<file path="src/rtl/pipe_front_regs.sv">
// Front-end pipeline registers of the 5-stage MIPS core: PC, F/D and D/E.
// A stall holds PC and F/D, injects a bubble into D/E and counts the stall cycle.
module pipe_front_regs #(
  parameter logic [31:0] PC_RESET = 32'h0000_3000,
  parameter logic [31:0] NOP      = 32'h0000_0000,
  parameter int          CNT_W    = 32
) (
  input  logic             clk,
  input  logic             reset,
  input  logic             stall,
  input  logic [31:0]      npc,
  input  logic [31:0]      F_instr,
  input  logic [31:0]      D_rs_data,
  input  logic [31:0]      D_rt_data,
  input  logic [31:0]      D_ext,
  output logic [31:0]      F_pc,
  output logic [31:0]      D_instr,
  output logic [31:0]      D_pc,
  output logic [31:0]      E_instr,
  output logic [31:0]      E_pc,
  output logic [31:0]      E_rs_data,
  output logic [31:0]      E_rt_data,
  output logic [31:0]      E_ext,
  output logic             E_bubble,
  output logic [CNT_W-1:0] stall_count
);

  logic cnt_sat;
  assign cnt_sat = &stall_count;

  // PC and F/D: hold while stalled
  always_ff @(posedge clk) begin
    if (reset) begin
      F_pc    <= PC_RESET;
      D_instr <= NOP;
      D_pc    <= '0;
    end else if (!stall) begin
      F_pc    <= {npc[31:2], 2'b00};
      D_instr <= F_instr;
      D_pc    <= F_pc;
    end
  end

  // D/E: a bubble keeps the stalled PC so E_pc always names the D instruction
  always_ff @(posedge clk) begin
    if (reset) begin
      E_instr   <= NOP;
      E_pc      <= '0;
      E_rs_data <= '0;
      E_rt_data <= '0;
      E_ext     <= '0;
      E_bubble  <= 1'b0;
    end else if (stall) begin
      E_instr   <= NOP;
      E_pc      <= D_pc;
      E_rs_data <= '0;
      E_rt_data <= '0;
      E_ext     <= '0;
      E_bubble  <= 1'b1;
    end else begin
      E_instr   <= D_instr;
      E_pc      <= D_pc;
      E_rs_data <= D_rs_data;
      E_rt_data <= D_rt_data;
      E_ext     <= D_ext;
      E_bubble  <= 1'b0;
    end
  end

  always_ff @(posedge clk) begin
    if (reset) begin
      stall_count <= '0;
    end else if (stall && !cnt_sat) begin
      stall_count <= stall_count + 1'b1;
    end
  end

endmodule

</file>
<file path="config.mk">
export PLATFORM = sky130hd
export DESIGN_NAME = pipe_front_regs
export DESIGN_NICKNAME = d
export VERILOG_FILES = /design/src/rtl/pipe_front_regs.sv
export SDC_FILE = /design/constraint.sdc
export NUM_CORES = 1
export LEC_CHECK = 0
export CAP_MARGIN = 20
export CORE_AREA = 2 2 174 176
export CTS_CLUSTER_SIZE = 24
export DETAILED_ROUTE_END_ITERATION = 8
export DIE_AREA = 0 0 176 178
export PLACE_DENSITY = 0.65
export SYNTH_ARGS = -nofsm -noshare
export SYNTH_HDL_FRONTEND = slang
export SYNTH_SLANG_ARGS = --single-unit
</file>
<file path="constraint.sdc">
create_clock -name clk -period 2.13 [get_ports clk]
set_input_delay 0.213 -clock clk [delete_from_list [all_inputs] [get_ports clk]]
set_output_delay 0.213 -clock clk [all_outputs]
set_load 0.01 [all_outputs]
</file>
==> run summary <==
## Status
- finished clean — result of the run

## Die
- 176 um — width of the chip
- 452 — IO Count
- 63 — cell row count
- 31.1% — effective utilization at floorplan
- 0.0294 mm^2 — placeable core region
- 0.0313 mm^2 — die area
- 178 um — chip height

## Drt
- 317 — number of DRC violations after detailed-routing iteration 0
- 16.9 um — wire per inst
- 4 — number of search-and-repair iterations in the first detailed-routing pass
- 0 — number of DRC violations after detailed routing
- 0 — Final ANT Viol Nets
- 7381 — vias after detailed routing
- 28700 um — total length of routed wires
- 4.33 — DR vias/cell

## Cells and area
- 65.4% — growth of design area from synthesis to finish
- 0 — antenna cells
- 6.70% — fraction of layout cells with a size suffix above 1
- 1704 — Final Instance Count excl. Fillers
- 0.0151 mm^2 — final design area excluding fillers
- 1455 — total number of nets in the final design

## Clock network
- 60 ps — CTS clock-pin slew for the worst setup and hold paths
- 560 ps — insertion delay to the later sink of the worst-skew pair
- yes — TritonCTS clock tree
- 283 — clk sinks
- 3 — CTS Buffer Depth
- 1 — htree depth
- 31 — TritonCTS Buffers
- sky130_fd_sc_hd__clkbuf_16 — clock root cell
- 0 — hold buffers post-CTS

## STA
- 0 — hold violation count in the final report
- 2010 ps — post-layout min period
- 497 MHz — maximum achievable frequency
- false — RSZ-0062 raised after global routing
- 50.2% — tightest slew margin relative to the limit
- 0 — final count of pins violating max slew
- 94.5% — share of the cycle needed by the critical path after routing
- 0 — total setup violations reported at the end of the flow
- 0 ps — Fin Setup TNS
- 8.12 ps — clock skew
- 748 ps — Slew @ Worst Pin

## Global route
- 42200 um — global-route wire length before repair
- 7046 — vias in the first global route
- 2 — initial antenna violation count
- 17.1% — All-Layer GR Usage
- 0 — remaining global-route overflow
- 129 — largest net degree at the start of global routing

## Logic synthesis
- 283 — Seq cells post-synth
- 62.0% — share of the yosys chip area belonging to registers
- 62.0% — Yosys top cell area share
- sky130_fd_sc_hd__dfxtp_1 — most used flip-flop cell after synthesis
- 283 x sky130_fd_sc_hd__dfxtp_1, 130 x sky130_fd_sc_hd__and2_1, 107 x sky130_fd_sc_hd__nor2_1 — most frequent cells after synthesis
- 10.9 um^2 — Syn Area/Cell
- sky130_fd_sc_hd__dfxtp_1 — cell with the most instances after synthesis
- 0 — EDFF count, synth
- 0.00913 mm^2 — cell area after synthesis
- 837 — cells after synthesis
- sky130_fd_sc_hd__dfxtp_1 — most area-hungry cell type in the Yosys netlist
- 0% — async set-reset flop share out of synthesis
- sky130_fd_sc_hd__dfxtp_1 62%, sky130_fd_sc_hd__mux2i_1 9.9%, sky130_fd_sc_hd__and2_1 8.9%, sky130_fd_sc_hd__nor2_1 4.4%, sky130_fd_sc_hd__nor2b_1 2.4% — ranking of synthesized cells by area
- 0 — Yosys Warn Count
- 39 — post-synthesis cell type count

## Placement
- 0.0141 mm^2 — Placement Cell Area
- 1648 — Inst Count DP
- 21400 um — placed wire-length estimate after detailed placement
- 443 — port buffer count
- 0.798 — final RePlAce weighted congestion

## Critical path
- flop — critical path launch point type
- 2620 ps — required time of the critical path
- flop — capturing element type of the critical path
- 2500 ps — arrival time of data at the critical path endpoint
- reg2reg — worst setup path category
- 7 — CP max FO

## Power
- 0.522 mV — highest ir drop seen on vdd
- 5.97 nW — leakage power figure
- 22.2% — switching part of the total power
- 46.3% — sequential group share of total power
- 43.8% — clock network power share
- 0.00268 W — switching power
- 0.00939 W — internal power summed over all cells
- 799 mW/mm^2 — power per unit of standard cell area
- 9.8% — Comb pwr share

## Flow run
- 0 — Max-cap violations

## Min path
- in2reg — hold crit path type

-- what timing repair did --
| item | in CTS | in global routing |
|---|---|---|
| buffers inserted | 0 | 0 |
| setup endpoints to repair | 0 | 12 |
| resized for setup | 0 | 4 |
-- worst max-delay path: stages (launching register included) --
cell                       delay [ps]
sky130_fd_sc_hd__dfxtp_1          420
sky130_fd_sc_hd__and4_1           260
sky130_fd_sc_hd__nand4_2          140
sky130_fd_sc_hd__a2111o_1         470
sky130_fd_sc_hd__buf_4            190
sky130_fd_sc_hd__or3_1            300
sky130_fd_sc_hd__a21oi_1          150
-- stage by stage --
stage	utilization, %	worst slack [ps]	hold WS [ps]	power [W]
2_1_floorplan	-	164	335	0.00611
3_3_place_gp	47.9	134	459	0.00689
3_5_place_dp	47.9	52.5	470	0.00691
4_1_cts	51.3	38.7	8.55	0.0122
5_1_grt	51.4	8.35	26.5	0.0125
6_report	51.4	117	25.9	0.0121
-- power by group through the flow --
stage          Sequential (W)  Clock (W)  Combinational (W)
6_report              0.00560    0.00529            0.00119
4_1_cts               0.00560    0.00544            0.00120
2_1_floorplan         0.00579          0           0.000319
3_5_place_dp          0.00571          0            0.00119
3_3_place_gp          0.00570          0            0.00119
5_1_grt               0.00562    0.00564            0.00127
-- worst paths after layout --
check / from / endpoint / slack, ps / depth (start not counted)
worst max-delay path: stall_count[4]$_SDFFE_PP0P_ / stall_count[17]$_SDFFE_PP0P_ / 120 / 6
worst min-delay path: reset / stall_count[0]$_SDFFE_PP0P_ / 30 / 2
worst max register to register: stall_count[4]$_SDFFE_PP0P_ / stall_count[17]$_SDFFE_PP0P_ / 120 / 6
worst min register to register: D_instr[12]$_SDFFE_PP0N_ / E_instr[12]$_SDFF_PP0_ / 480 / 1
-- state kept, by name, indices dropped and copies added, names as in the netlist --
| signal | flops |
|---|---|
| E_rs_data | 32 |
| D_pc | 30 |
| E_pc | 30 |
| E_ext | 32 |
| F_pc | 30 |
| D_instr | 32 |
| E_instr | 32 |
| E_bubble | 1 |
| stall_count | 32 |
| E_rt_data | 32 |
-- layer usage --
metal | track usage [%] | vias to the layer above | share of wire, %
li1 | - | 3664 | -
met1 | 21.3 | 3375 | 41
met2 | 28.4 | 292 | 48
met3 | 5.56 | 46 | 8.9
met4 | 5.34 | 4 | 2.4
met5 | 0 | - | 0.077
-- cells by family (layout without fill, tap and decap cells) --
logic type | count (synthesis) | count (layout) | synth area share, %
buffers and inverters | 57 | 529 | 2.64
and+or+nand+nor | 345 | 345 | 20.8
AOI/OAI and AO/OA | 49 | 49 | 3.32
DFF | 283 | 283 | 62.0
muxes | 94 | 94 | 10.4
other | 1 | 6 | 0.0411
adders and majority gates | 1 | 1 | 0.137
xor gates and xnor gates | 7 | 7 | 0.671
-- cells in the final DEF, fill, tap and decap left out, drive strengths merged, types with 14 or more instances in the layout --
master | Yosys | layout
and2 | 130 | 130
nor2 | 107 | 107
mux2i | 90 | 90
clkbuf | 35 | 47
buf | 17 | 27
nor2b | 35 | 35
dfxtp | 283 | 283
clkdlybuf4s50 | 0 | 441
a21oi | 19 | 19
nand2 | 14 | 14
-- layout make-up --
type	instances	area (um^2)
clock buffer	47	906
timing repair buffer	468	4650
inverter	5	18.8
sequential	283	5670
fill	2608	14300
tap	390	488
multi-input combinational	502	3260
clock inverter	9	115
Note: power is estimated with default switching activity, not from simulation.
